[src/rtl/tm_buffer_drain.sv]
// Drains the Tm per-channel result buffers in address order, applies optional ReLU per lane,
// and hands each packed word to feature-memory write-back over a backpressured valid/ready port.
//
// state  | meaning
// S_IDLE | waiting for start; count/relu are latched here
// S_RUN  | issuing buffer reads and streaming words out
// S_DONE | single-cycle completion pulse, then back to idle
module tm_buffer_drain #(
   parameter int TM            = 16,
   parameter int FEATURE_WIDTH = 8,
   parameter int ADDR_WIDTH    = 10
) (
   input  logic                          clk,
   input  logic                          rst,
   input  logic                          start_i,
   input  logic [ADDR_WIDTH:0]           pixel_count_i,
   input  logic                          relu_en_i,
   output logic                          busy_o,
   output logic                          done_o,
   output logic                          buf_rd_en_o,
   output logic [ADDR_WIDTH-1:0]         buf_rd_addr_o,
   input  logic [TM*FEATURE_WIDTH-1:0]   buf_rd_data_i,
   output logic                          out_valid_o,
   input  logic                          out_ready_i,
   output logic [TM*FEATURE_WIDTH-1:0]   out_data_o,
   output logic [ADDR_WIDTH-1:0]         out_addr_o,
   output logic                          out_last_o
);

   localparam int DW = TM * FEATURE_WIDTH;
   localparam logic [ADDR_WIDTH:0] ONE = {{ADDR_WIDTH{1'b0}}, 1'b1};

   typedef enum logic [1:0] {
      S_IDLE = 2'd0,
      S_RUN  = 2'd1,
      S_DONE = 2'd2
   } state_t;

   state_t                state_q, state_d;
   logic [ADDR_WIDTH:0]   count_q, count_d;
   logic                  relu_q, relu_d;
   logic [ADDR_WIDTH:0]   issued_q, issued_d;
   logic [ADDR_WIDTH:0]   sent_q, sent_d;
   logic                  inflight_q, inflight_d;
   logic [ADDR_WIDTH-1:0] inflight_addr_q, inflight_addr_d;

   logic [DW-1:0]         fifo_data_q [2];
   logic [ADDR_WIDTH-1:0] fifo_addr_q [2];
   logic                  wr_ptr_q, wr_ptr_d;
   logic                  rd_ptr_q, rd_ptr_d;
   logic [1:0]            fifo_cnt_q, fifo_cnt_d;

   logic                  rd_en;
   logic                  push;
   logic                  pop;
   logic [1:0]            occupancy;
   logic [DW-1:0]         relu_data;

   assign push = inflight_q;
   assign pop  = out_valid_o & out_ready_i;

   // A word leaving this cycle frees its slot, so it does not count against the next read.
   assign occupancy = fifo_cnt_q + {1'b0, inflight_q} - {1'b0, pop};

   always_comb begin
      state_d  = state_q;
      count_d  = count_q;
      relu_d   = relu_q;
      issued_d = issued_q;
      sent_d   = sent_q;
      busy_o   = 1'b0;
      done_o   = 1'b0;
      rd_en    = 1'b0;
      if (pop) begin
         sent_d = sent_q + ONE;
      end
      case (state_q)
         S_IDLE: begin
            if (start_i) begin
               count_d  = pixel_count_i;
               relu_d   = relu_en_i;
               issued_d = '0;
               sent_d   = '0;
               state_d  = (pixel_count_i == '0) ? S_DONE : S_RUN;
            end
         end
         S_RUN: begin
            busy_o = 1'b1;
            rd_en  = (issued_q < count_q) && (occupancy < 2'd2);
            if (rd_en) begin
               issued_d = issued_q + ONE;
            end
            if (sent_d == count_q) begin
               state_d = S_DONE;
            end
         end
         S_DONE: begin
            done_o  = 1'b1;
            state_d = S_IDLE;
         end
         default: begin
            state_d = S_IDLE;
         end
      endcase
   end

   assign inflight_d      = rd_en;
   assign inflight_addr_d = issued_q[ADDR_WIDTH-1:0];

   always_comb begin
      relu_data = buf_rd_data_i;
      for (int i = 0; i < TM; i++) begin
         if (relu_q && buf_rd_data_i[i*FEATURE_WIDTH + FEATURE_WIDTH-1]) begin
            relu_data[i*FEATURE_WIDTH +: FEATURE_WIDTH] = '0;
         end
      end
   end

   always_comb begin
      wr_ptr_d   = push ? ~wr_ptr_q : wr_ptr_q;
      rd_ptr_d   = pop  ? ~rd_ptr_q : rd_ptr_q;
      fifo_cnt_d = fifo_cnt_q + {1'b0, push} - {1'b0, pop};
   end

   always_ff @(posedge clk) begin
      if (rst) begin
         state_q         <= S_IDLE;
         count_q         <= '0;
         relu_q          <= 1'b0;
         issued_q        <= '0;
         sent_q          <= '0;
         inflight_q      <= 1'b0;
         inflight_addr_q <= '0;
         wr_ptr_q        <= 1'b0;
         rd_ptr_q        <= 1'b0;
         fifo_cnt_q      <= '0;
         for (int i = 0; i < 2; i++) begin
            fifo_data_q[i] <= '0;
            fifo_addr_q[i] <= '0;
         end
      end else begin
         state_q         <= state_d;
         count_q         <= count_d;
         relu_q          <= relu_d;
         issued_q        <= issued_d;
         sent_q          <= sent_d;
         inflight_q      <= inflight_d;
         inflight_addr_q <= inflight_addr_d;
         wr_ptr_q        <= wr_ptr_d;
         rd_ptr_q        <= rd_ptr_d;
         fifo_cnt_q      <= fifo_cnt_d;
         if (push) begin
            fifo_data_q[wr_ptr_q] <= relu_data;
            fifo_addr_q[wr_ptr_q] <= inflight_addr_q;
         end
      end
   end

   assign buf_rd_en_o   = rd_en;
   assign buf_rd_addr_o = issued_q[ADDR_WIDTH-1:0];
   assign out_valid_o   = (fifo_cnt_q != 2'd0);
   assign out_data_o    = fifo_data_q[rd_ptr_q];
   assign out_addr_o    = fifo_addr_q[rd_ptr_q];
   assign out_last_o    = out_valid_o && ({1'b0, out_addr_o} == (count_q - ONE));

endmodule

[config.mk]
export PLATFORM = sky130hd
export DESIGN_NAME = tm_buffer_drain
export DESIGN_NICKNAME = d
export VERILOG_FILES = /design/src/rtl/tm_buffer_drain.sv
export SDC_FILE = /design/constraint.sdc
export NUM_CORES = 1
export LEC_CHECK = 0
export CORE_ASPECT_RATIO = 0.7
export CORE_MARGIN = 5
export CORE_UTILIZATION = 45
export DETAILED_ROUTE_END_ITERATION = 6
export PLACE_DENSITY = 0.82
export SKIP_CTS_REPAIR_TIMING = 1
export SLEW_MARGIN = 20
export SYNTH_ARGS = -nofsm -noshare
export SYNTH_HDL_FRONTEND = slang
export SYNTH_SLANG_ARGS = --single-unit
[constraint.sdc]
create_clock -name clk -period 8.7 [get_ports clk]
set_clock_uncertainty 0.15 [all_clocks]
set_input_delay 2.61 -clock clk [delete_from_list [all_inputs] [get_ports clk]]
set_output_delay 2.61 -clock clk [all_outputs]
set_load 0.05 [all_outputs]
==> reports/qor.yml, run 1 <==
worst_pin_slew_ns: 1.14
cts_tree: "built"
clockBufferDepth: 3
via_count: 10269
antenna_found_initial: 6
cts.sinks: 328
arrival_ns: 5.17
portBuffers: 296
num-nets-final: 1659
synthCells: 1227
drive_gt1_share_pct: 13.5
hold_path_class: "reg -> reg"
instances_no_fill: 1952
synthFlopType: "edfxtp_1"
ioPinCount: 297
status: "complete, no violations"
fmax_ghz: 0.126
fin_crit_ns: 7.93
ys_ff_latch: 328
synth_largest_area_cell: "edfxtp_1"
drc: 0
gp_congestion: 0.871
crit_type: "in -> out"
wl_per_cell_um: 19.5
die_x_um: 225
fp.coreArea_mm2: 0.0322
crit_family: "buffers and inverters"
tns_ns: 0
p_leak_nw: 7.19
yosysWarnings: 0
cp_max_fo: 6
rsz0062_at_grt: "no"
ys_types: 56
synthTopCellsByArea: "edfxtp_1, mux2_2, dfxtp_1"
overflow: 0
die_area_mm2: 0.0363
grt_max_degree: 84
htreeDepth: 2
crit_buf_inv: 4
cts_buffers: 35
power_density_mw_per_mm2: 272
fillerInstances: 2611
ir_drop_mv: 0.186
wl_um: 38000
path_cells: "clkdlybuf4s50_1 -> o21ai_2 -> inv_2 -> ha_1 -> inv_1 -> ha_1 -> xnor2_1 -> o2111a_1 -> clkdlybuf4s50_1"
num_rows: 55
slew_headroom_pct: 24.1
clk_pin_slew_ns: 0.06
setup_violations: 0
max_stage_delay_ns: 0.82
final_hold_viol_count: 0
ant_nets: 0
synth-edff-count: 276
fin_crit_sh_pct: 91.2
initial_utilization_pct: 45.4
die_h_um: 161
synth-seq-area-share_pct: 63.8
hpwl_um: 25700
areaGrowthSynthToFinish_pct: 29.9
maxSlewViolCount: 0
avgSynthCellArea_um2: 11.9
grt_pass1_vias: 10244
syn-num-nets: 1386
placed_cells: 1890
cpMaxStageDelayCell: "clkdlybuf4s50_1"
netlist_area_mm2: 0.0146
cp_data_required_time_ns: 5.94
grt_first_pass_wirelength_um: 57600
maxCapViolCount: 0
yosysTopAreaCellShare_pct: 56.7
ctsRootBufferMaster: "clkbuf_16"
viasPerCell: 5.26
cp-end-kind: "output pin"
drt_iter0_markers: 728
worstSkewPairLatency_ns: 0.52
first_pass_iters: 5
grt_use_total_pct: 20.2
synth-async-reset-ratio_pct: 0
crit_path_start_kind: "primary input"
## synthesized netlist by cell type, drive strengths merged, types with 4 or more instances
cell    count
and3        4
buf        20
xnor2      24
xor2       17
dfxtp      52
nand2     173
clkbuf     51
inv        23
ha         15
nor2b      17
nor2      261
edfxtp    276
mux2      135
a21oi      20
nor4        6
nand3      13
mux2i       4
nor3        5
o21ai       8
and2       56
nand4      12
## worst paths after layout
kind	slack (ns)	cells past startpoint	end	from
setup / recovery	0.77	9	buf_rd_en_o	out_ready_i
hold / removal	0.35	2	issued_q[10]$_SDFFE_PP0P_	issued_q[10]$_SDFFE_PP0P_
hold reg to reg	0.35	2	issued_q[10]$_SDFFE_PP0P_	issued_q[10]$_SDFFE_PP0P_
setup reg to reg	5.61	10	issued_q[10]$_SDFFE_PP0P_	count_q[4]$_SDFFE_PP0P_
## cell usage in the layout (no fill, tap or decap), types with 2 or more instances in the layout
master           Yosys  routed
inv_6                0       3
nand3_4              0       2
ha_1                15      15
diode_2              0       4
clkdlybuf4s50_1      0     296
o21ai_0              7       7
buf_4               12      11
clkinv_2             0       2
nor3_1               4       4
clkbuf_16            0      35
a211o_1              3       3
mux2i_1              4       4
and2_1              55      55
nand4_1             12      12
nor2_2               0       2
or3_1                2       2
a21oi_1             20      20
nor2_1             261     259
a21o_1               3       2
xor2_1              17      17
nor2b_1             17      17
nor4_1               5       5
o31ai_1              2       2
edfxtp_1           276     276
a221oi_1             3       3
nand2_1            173     172
mux2_2             135     135
clkinv_1             0      11
dfxtp_1             52      51
bufinv_16            0       2
xnor2_1             24      24
nand3_1             13      11
inv_1               22      22
and3_1               4       4
clkbuf_1            50       3
## cells by family after synthesis
| family | after synthesis | share of synthesized area [%] |
|---|---|---|
| and+or+nand+nor | 559 | 16.6 |
| DFF | 328 | 63.8 |
| muxes | 139 | 10.7 |
| buffers and inverters | 94 | 2.79 |
| AOI/OAI and AO/OA | 51 | 2.45 |
| xor gates and xnor gates | 41 | 2.46 |
| adders and majority gates | 15 | 1.28 |
## layer usage
metal	GRT usage, %	part of all wire, %	vias up
met1	27.5	42	4936
li1	-	-	4782
met5	0	0.053	-
met3	5.55	9.6	79
met2	31.3	45	470
met4	7.34	3.4	2
## power breakdown
group | total, mW | switching (mW) | internal, mW | leakage (nW)
registers | 1.95 | 0.102 | 1.84 | 3.29
logic | 1.82 | 1.15 | 0.669 | 3.39
clock network | 1.40 | 0.600 | 0.804 | 0.516
total | 5.17 | 1.85 | 3.32 | 7.19
## layout make-up
cell class	count	area [um^2]	area share [%]
repair buffers	307	3050	16.0
diodes	4	10.0	0.0527
inverters	23	86.3	0.454
multi-input cells	805	4930	26.0
clock buffers	39	901	4.74
well taps	427	534	2.81
clock inverters	19	154	0.810
flip-flops and latches	328	9330	49.1
## stage by stage
stage	total power [mW]	cell area (um^2)	worst slack [ns]	utilization [%]	hold WS, ns
after CTS	5.21	19000	0.766	59.0	0.360
final	5.17	19000	0.767	59.0	0.350
after global placement	3.78	17900	0.810	55.7	0.327
after floorplan	3.19	14600	1.65	-	0.312
after detailed placement	3.79	17900	0.811	55.7	0.350
after global routing	5.36	19000	0.665	59.0	0.371
## registers in the layout, indices dropped and copies added, names as in the netlist, 2 cells and up, named ones only
register,cells
count_q,11
fifo_addr_q,20
issued_q,11
fifo_cnt_q,2
sent_q,11
fifo_data_q,256
state_q,2
inflight_addr_q,10
## tightest hold or removal path: cells and delay by family (launching register included)
kind	cells	cell delay, ns
AO/OA/AOI/OAI	2	0.13
flip-flops	1	0.32
(Power assumes the default switching activity.)
==> run 2, diff against run 1 <==
Settings changed: CORE_UTILIZATION 45 to 50, PLACE_DENSITY 0.82 to 0.89.
==> reports/qor.yml, run 2 (synthesis results as in run 1) <==
ioPinCount: 297
hpwl_um: 26100
setup_violations: 0
arrival_ns: 5.18
reg2reg_depth: 10
hold_path_class: "reg -> reg"
path_cells: "clkdlybuf4s50_1 -> o21ai_2 -> inv_2 -> ha_1 -> inv_1 -> ha_1 -> xnor2_1 -> o2111a_1 -> clkdlybuf4s50_1"
fp.coreArea_mm2: 0.0289
ctsRootBufferMaster: "clkbuf_16"
status: "complete, no violations"
worstSkewPairLatency_ns: 0.51
worst_pin_slew_ns: 0.990
first_pass_iters: 5
grt_first_pass_wirelength_um: 60200
layout_common_cells: "clkdlybuf4s50_1, edfxtp_1, nor2_1"
initial_utilization_pct: 50.6
wl_per_cell_um: 20.2
overflow: 0
hold-path-cell-count: 1
cts.sinks: 328
portBuffers: 296
regMostFlops: "fifo_data_q"
gp_congestion: 0.876
drc: 0
drive_gt1_share_pct: 13.9
reg_top3: "fifo_data_q x256, fifo_addr_q x20"
grt_use_total_pct: 22.9
power.total_mw: 5.24
slew_headroom_pct: 34.0
cts_buffers: 34
ir_drop_mv: 0.194
fmax_ghz: 0.126
via_count: 10433
wl_um: 38400
grt_pass1_vias: 10855
crit_family: "buffers and inverters"
max_stage_delay_ns: 0.82
crit_type: "in -> out"
cts_tree: "built"
cp_data_required_time_ns: 5.94
fin_area_mm2: 0.0190
die_area_mm2: 0.0328
die_x_um: 214
areaGrowthSynthToFinish_pct: 30.0
maxCapViolCount: 0
drt_iter0_markers: 895
fin_crit_sh_pct: 91.3
crit_buf_inv: 4
fin_crit_ns: 7.94
power_density_mw_per_mm2: 276
cp-end-kind: "output pin"
maxSlewViolCount: 0
die_h_um: 153
final_hold_viol_count: 0
tns_ns: 0
largest_reg_flops: 256
p_leak_nw: 7.24
rsz0062_at_grt: "no"
crit_path_start_kind: "primary input"
mostFrequentLayoutCell: "clkdlybuf4s50_1"
antenna_found_initial: 2
num_rows: 52
clk_pin_slew_ns: 0.06
placed_cells: 1839
cp_num_cells: 9
viasPerCell: 5.49
cp_max_fo: 6
instances_no_fill: 1901
grt_max_degree: 112
place_area_mm2: 0.0179
htreeDepth: 2
ant_nets: 0
cpMaxStageDelayCell: "clkdlybuf4s50_1"
clockBufferDepth: 3
num-nets-final: 1656
==> run 2: changes by cell type in the layout (fill, tap and decap cells not counted), moves of 2 or more <==
| cell | previous run | this run |
|---|---|---|
| buf_4 | 11 | 7 |
| buf_12 | 0 | 2 |
| diode_2 | 4 | 1 |
| clkbuf_8 | 1 | 6 |
| clkinv_1 | 11 | 4 |
| clkbuf_1 | 3 | 5 |
| clkinv_2 | 2 | 6 |
| inv_6 | 3 | 1 |
==> run 2: path summary, 6_finish.rpt <==
path | slack (ns) | start | to
min reg2reg | 0.37 | inflight_addr_q[8]$_SDFF_PP0_ | fifo_addr_q[0][8]$_SDFFCE_PN0P_
min | 0.37 | inflight_addr_q[8]$_SDFF_PP0_ | fifo_addr_q[0][8]$_SDFFCE_PN0P_
max reg2reg | 5.55 | count_q[4]$_SDFFE_PP0P_ | issued_q[10]$_SDFFE_PP0P_
max | 0.76 | out_ready_i | buf_rd_en_o
==> run 2: routing by layer <==
metal	track usage, %	part of all wire (%)	up-vias
li1	-	-	4780
met1	29.9	40	5116
met2	38.1	48	477
met3	6.29	9.0	60
met4	6.22	2.2	0
met5	0	0	-
==> run 2: where the power goes <==
| part | switching, mW | leakage (nW) | internal, mW |
|---|---|---|---|
| Sequential | 0.0612 | 3.29 | 1.84 |
| Combinational | 1.19 | 3.39 | 0.672 |
| Clock | 0.599 | 0.561 | 0.868 |
| Total | 1.85 | 7.24 | 3.38 |
==> run 2: area by class of cell <==
cell class / instances / area [um^2]
inverter: 23 / 86.3
timing repair buffer: 305 / 3060
antenna: 1 / 2.50
clock buffer: 47 / 1000
tap: 378 / 473
multi-input combinational: 805 / 4930
sequential: 328 / 9330
clock inverter: 14 / 125
fill: 2127 / 9880
==> run 2: stage by stage <==
stage / setup slack [ns] / hold slack [ns] / utilization, %
floorplan: 1.65 / 0.312 / -
global placement: 0.807 / 0.333 / 61.9
detailed placement: 0.782 / 0.361 / 61.9
CTS: 0.771 / 0.370 / 65.8
global route: 0.662 / 0.389 / 65.8
finish: 0.756 / 0.372 / 65.8
==> run 3, diff against run 2 <==
Settings changed: CTS_BUF_LIST from default to sky130_fd_sc_hd__clkbuf_8.
==> reports/qor.yml, run 3 (synthesis results as in run 1) <==
switching_power_mw: 1.86
critical_path.reg2reg.startpoint: "count_q[4]$_SDFFE_PP0P_"
tns_ns: 0
hold-path-endpoint: "issued_q[10]$_SDFFE_PP0P_"
setup_violations: 0
antenna_found_initial: 3
max_stage_delay_ns: 0.82
clock_power_share_pct: 23.8
ir_drop_mv: 0.165
reg_top3: "fifo_data_q x256, fifo_addr_q x20"
initial_utilization_pct: 50.6
ioPinCount: 297
grt_pass1_vias: 10988
maxSlewViolCount: 0
fin_crit_sh_pct: 91.3
reg2reg_depth: 10
cts_tree: "built"
areaGrowthSynthToFinish_pct: 28.5
clockBufferDepth: 3
gp_congestion: 0.876
drive_gt1_share_pct: 14.2
cts.sinks: 328
finish.utilization_pct: 65.0
maxCapViolCount: 0
worst_pin_slew_ns: 0.992
die_x_um: 214
status: "complete, no violations"
drt_iter0_markers: 966
whs_ns: 0.368
ant_nets: 0
rsz0062_at_grt: "no"
cpMaxStageDelayCell: "clkdlybuf4s50_1"
mostFrequentLayoutCell: "clkdlybuf4s50_1"
r2r_slack_ns: 5.52
rr_endpoint: "issued_q[10]$_SDFFE_PP0P_"
grt_max_degree: 112
portBuffers: 296
wl_um: 38500
cp-end-kind: "output pin"
via_count: 10534
grt_first_pass_wirelength_um: 60200
fp.coreArea_mm2: 0.0289
viasPerCell: 5.45
seqPwrFrac_pct: 38.5
clk_pin_slew_ns: 0.06
overflow: 0
grt_use_total_pct: 22.9
wl_per_cell_um: 19.9
arrival_ns: 5.18
final_hold_viol_count: 0
largest_reg_flops: 256
fin_crit_ns: 7.94
power_density_mw_per_mm2: 263
regMostFlops: "fifo_data_q"
hold_path.startpoint: "issued_q[10]$_SDFFE_PP0P_"
intPower_mw: 3.08
cts_buffers: 51
layout_common_cells: "clkdlybuf4s50_1, edfxtp_1, nor2_1"
hold-path-cell-count: 2
hold_path_class: "reg -> reg"
num-nets-final: 1673
netSwitchingFraction_pct: 37.6
hpwl_um: 26100
fmax_ghz: 0.126
slew_headroom_pct: 33.8
crit_type: "in -> out"
path_cells: "clkdlybuf4s50_1 -> o21ai_2 -> inv_2 -> ha_1 -> inv_1 -> ha_1 -> xnor2_1 -> o2111a_1 -> clkdlybuf4s50_1"
p_leak_nw: 7.21
crit_path_start_kind: "primary input"
htreeDepth: 2
drc: 0
ctsRootBufferMaster: "clkbuf_8"
cp_data_required_time_ns: 5.94
cp_max_fo: 6
p_comb_share_pct: 37.7
die_area_mm2: 0.0328
num_rows: 52
worstSkewPairLatency_ns: 0.60
first_pass_iters: 5
die_h_um: 153
-- run 3: cell count changes in the layout (fill, tap and decap cells not counted), sizes merged --
| cell | previous run | this run |
|---|---|---|
| inv | 25 | 44 |
| clkbuf | 47 | 53 |
| clkinv | 10 | 16 |
| bufinv | 2 | 0 |
| clkinvlp | 0 | 2 |
-- run 3: area by class of cell --
class                      instances  area [um^2]
fill                            2167        10100
sequential                       328         9330
multi-input combinational        805         4930
timing repair buffer             305         3060
clock buffer                      53          729
tap                              378          473
clock inverter                    39          174
inverter                          23         86.3
antenna                            1         2.50
-- run 3: worst max-delay path: cells and delay by family --
family	cells	cell delay, ns
fa+ha+maj	2	0.48
buf+inv	4	1.44
xor+xnor	1	0.23
compound gates	2	0.41
-- run 3: worst max-delay path by stage --
stage / from / to / slack (ns)
floorplan: rst / fifo_addr_q[1][0]$_SDFFCE_PN0P_ / 1.65
global placement: out_ready_i / buf_rd_en_o / 0.81
detailed placement: out_ready_i / buf_rd_en_o / 0.78
CTS: out_ready_i / buf_rd_en_o / 0.77
global route: out_ready_i / buf_rd_en_o / 0.67
finish: out_ready_i / buf_rd_en_o / 0.76
-- run 3: power by group through the flow --
stage / clock network, mW / logic (mW) / registers [mW]
floorplan: 0 / 1.27 / 1.92
global placement: 0 / 1.84 / 1.93
detailed placement: 0 / 1.86 / 1.94
CTS: 1.20 / 1.87 / 1.91
global route: 1.28 / 1.93 / 1.92
finish: 1.18 / 1.86 / 1.91
-- run 3: metrics by stage --
stage | power, mW | setup WS [ns] | instances | area [um^2]
floorplan | 3.19 | 1.65 | 1227 | 14600
global placement | 3.77 | 0.807 | 1839 | 17900
detailed placement | 3.80 | 0.782 | 1839 | 17900
CTS | 4.98 | 0.773 | 1931 | 18800
global route | 5.13 | 0.669 | 1932 | 18800
finish | 4.94 | 0.761 | 1932 | 18800
-- run 3: routing by layer --
layer	GRT usage [%]	wire length (um)	vias to the layer above
li1	-	-	4818
met1	29.6	15500	5162
met2	37.8	18600	489
met3	6.52	3530	63
met4	7.20	861	2
met5	0	7	-
==> edit (flow settings as in run 1) <==
Set the parameter `ADDR_WIDTH` to 11 (it was 10).
--- a/src/rtl/tm_buffer_drain.sv
+++ b/src/rtl/tm_buffer_drain.sv
@@ -8,7 +8,7 @@
 module tm_buffer_drain #(
    parameter int TM            = 16,
    parameter int FEATURE_WIDTH = 8,
-   parameter int ADDR_WIDTH    = 10
+   parameter int ADDR_WIDTH    = 11
 ) (
    input  logic                          clk,
    input  logic                          rst,
Ports: changed (resized buf_rd_addr_o, out_addr_o and pixel_count_i); port bits go from 297 to 300. The function was not compared with the original's and may differ.
==> edit against run 1 <==
Sequential share of layout area decreased by 0.79 points; power is 1.0% lower; non-clock buffer count increased by 3; routed wire length rose by 11%; synthesized area up 4.3%; cell area increased by 3.2%; setup slack worse by 0.28 ns; fmax down 3.4%; sequential cell count rose by 6; utilization decreased by 0.48 points; synthesized cell count up 6.3%; critical path type unchanged; largest cell class unchanged.
==> edit: results (changes against run 1) <==
Min path
  – Hold endpoint: rd_ptr_q
  – HP Start: rd_ptr_q

Synth
  – Synth cell count leaders: edfxtp_1, nor2_1, nand2_1
  – Synth cell types: 58 (+3.6%)
  – Register area share after synthesis: 62.1% (-1.7 points)
  – EDFF count, synth: 278 (+0.72%)
  – Largest cells by area after synthesis: edfxtp_1, mux2_2, dfxtp_1
  – Avg Inst Size Synth: 11.7 um^2 (-1.9%)
  – Post-Syn Nets: 1465 (+5.7%)

Global route
  – Number of global-route vias before repair: 11200 (+9.0%)
  – Antenna violations before repair: 3 (-3)
  – Largest net degree at the start of global routing: 82 (-2.4%)
  – Total global-route track usage: 21.3% (+1.1 points)
  – First-pass GRT wire length: 63.4 mm (+10%)

Finish
  – Post-Layout Cell Count: 2029 (+3.9%)
  – Fraction of area in multi-input gates: 27.4% (+1.4 points)
  – Bufs w/o clock: 310 (+0.98%)
  – Fill count: 2717 (+4.1%)
  – Fin nets: 1729 (+4.2%)
  – CLK BUF: 46 (+18%)
  – Fraction of layout cells with a size suffix above 1: 13.3% (-0.28 points)
  – Biggest regs: fifo_data_q: 256 flops, fifo_addr_q: 22 flops
  – #MultiIn Comb: 864 (+7.3%)
  – Layout non-clock buf frac: 15.9% (-0.16 points)
  – # diodes: 3 (-1)
  – Clock-cell share of area: 5.11% (-0.44 points)

Worst setup path
  – Worst path max stage delay: 0.47 ns (-0.35 ns)
  – Family with the most delay on the worst path: buffers and inverters
  – Register-to-Register Path Depth: 12 (+2)
  – R2R Setup Slk: 5.26 ns (-0.35 ns)
  – Crit path launch: out_ready_i
  – Worst R2R End: issued_q[6]
  – Launch instance of the worst register-to-register path: fifo_cnt_q[0]
  – Critical Path AT: 5.46 ns (+0.29 ns)

Power
  – Seq group: 1.94 mW
  – P_clk: 1.36 mW (-3%)
  – Peak supply drop: 0.180 mV (-3.0%)
  – Pwr Total: 5.12 mW (-1.0%)
  – Leak Pwr: 7.43 nW (+3.3%)

Drt
  – Routed len/inst: 20.7 um (+6.5%)
  – Drt via density: 5.48 (+4.1%)

Placed design
  – Pre-CTS setup slack: 0.560 ns (-0.251 ns)
  – Routability cong.: 0.906 (+4.1%)
  – I/O Buffers: 299 (+1.0%)
  – Hpwl dp: 28.1 mm (+9.1%)
  – Cell Area, Placed: 0.0186 mm^2 (+3.5%)

STA
  – Final Hold Slack: 0.361 ns (+0.0104 ns)
  – Fmax: 122 MHz (-3.4%)
  – Least-Margin Pin Slew: 1.12 ns (-0.0149 ns)

Clocking
  – Clock root buffer: clkbuf_16
  – Sink Count: 334 (+1.8%)
  – Clock latency on the worst-skew pair: 0.51 ns

Run status
  – Run status: completed

Floorplanning
  – # Taps: 435 (+1.9%)
[edit: worst min-delay path, delay by kind of cell (launching register included)]
kind / cells / cell delay [ns]
xor gates and xnor gates: 1 / 0.08
and+or+nand+nor: 1 / 0.08
DFF: 1 / 0.32
[edit: routing by layer]
metal | vias up | routed length, um | global-route usage (%)
li1 | 5107 | - | -
met1 | 5412 | 17400 | 28.9
met5 | - | 0 | 0
met3 | 88 | 3250 | 4.13
met4 | 0 | 1500 | 8.47
met2 | 502 | 19900 | 34.2
[edit: logic make-up after synthesis]
logic type / after synthesis / share of synthesized area, %
and+or+nand+nor: 590 / 17.0
DFF: 334 / 62.1
muxes: 139 / 10.3
buffers and inverters: 106 / 3.00
AOI/OAI and AO/OA: 84 / 4.12
xor gates and xnor gates: 35 / 2.19
adders and majority gates: 16 / 1.31
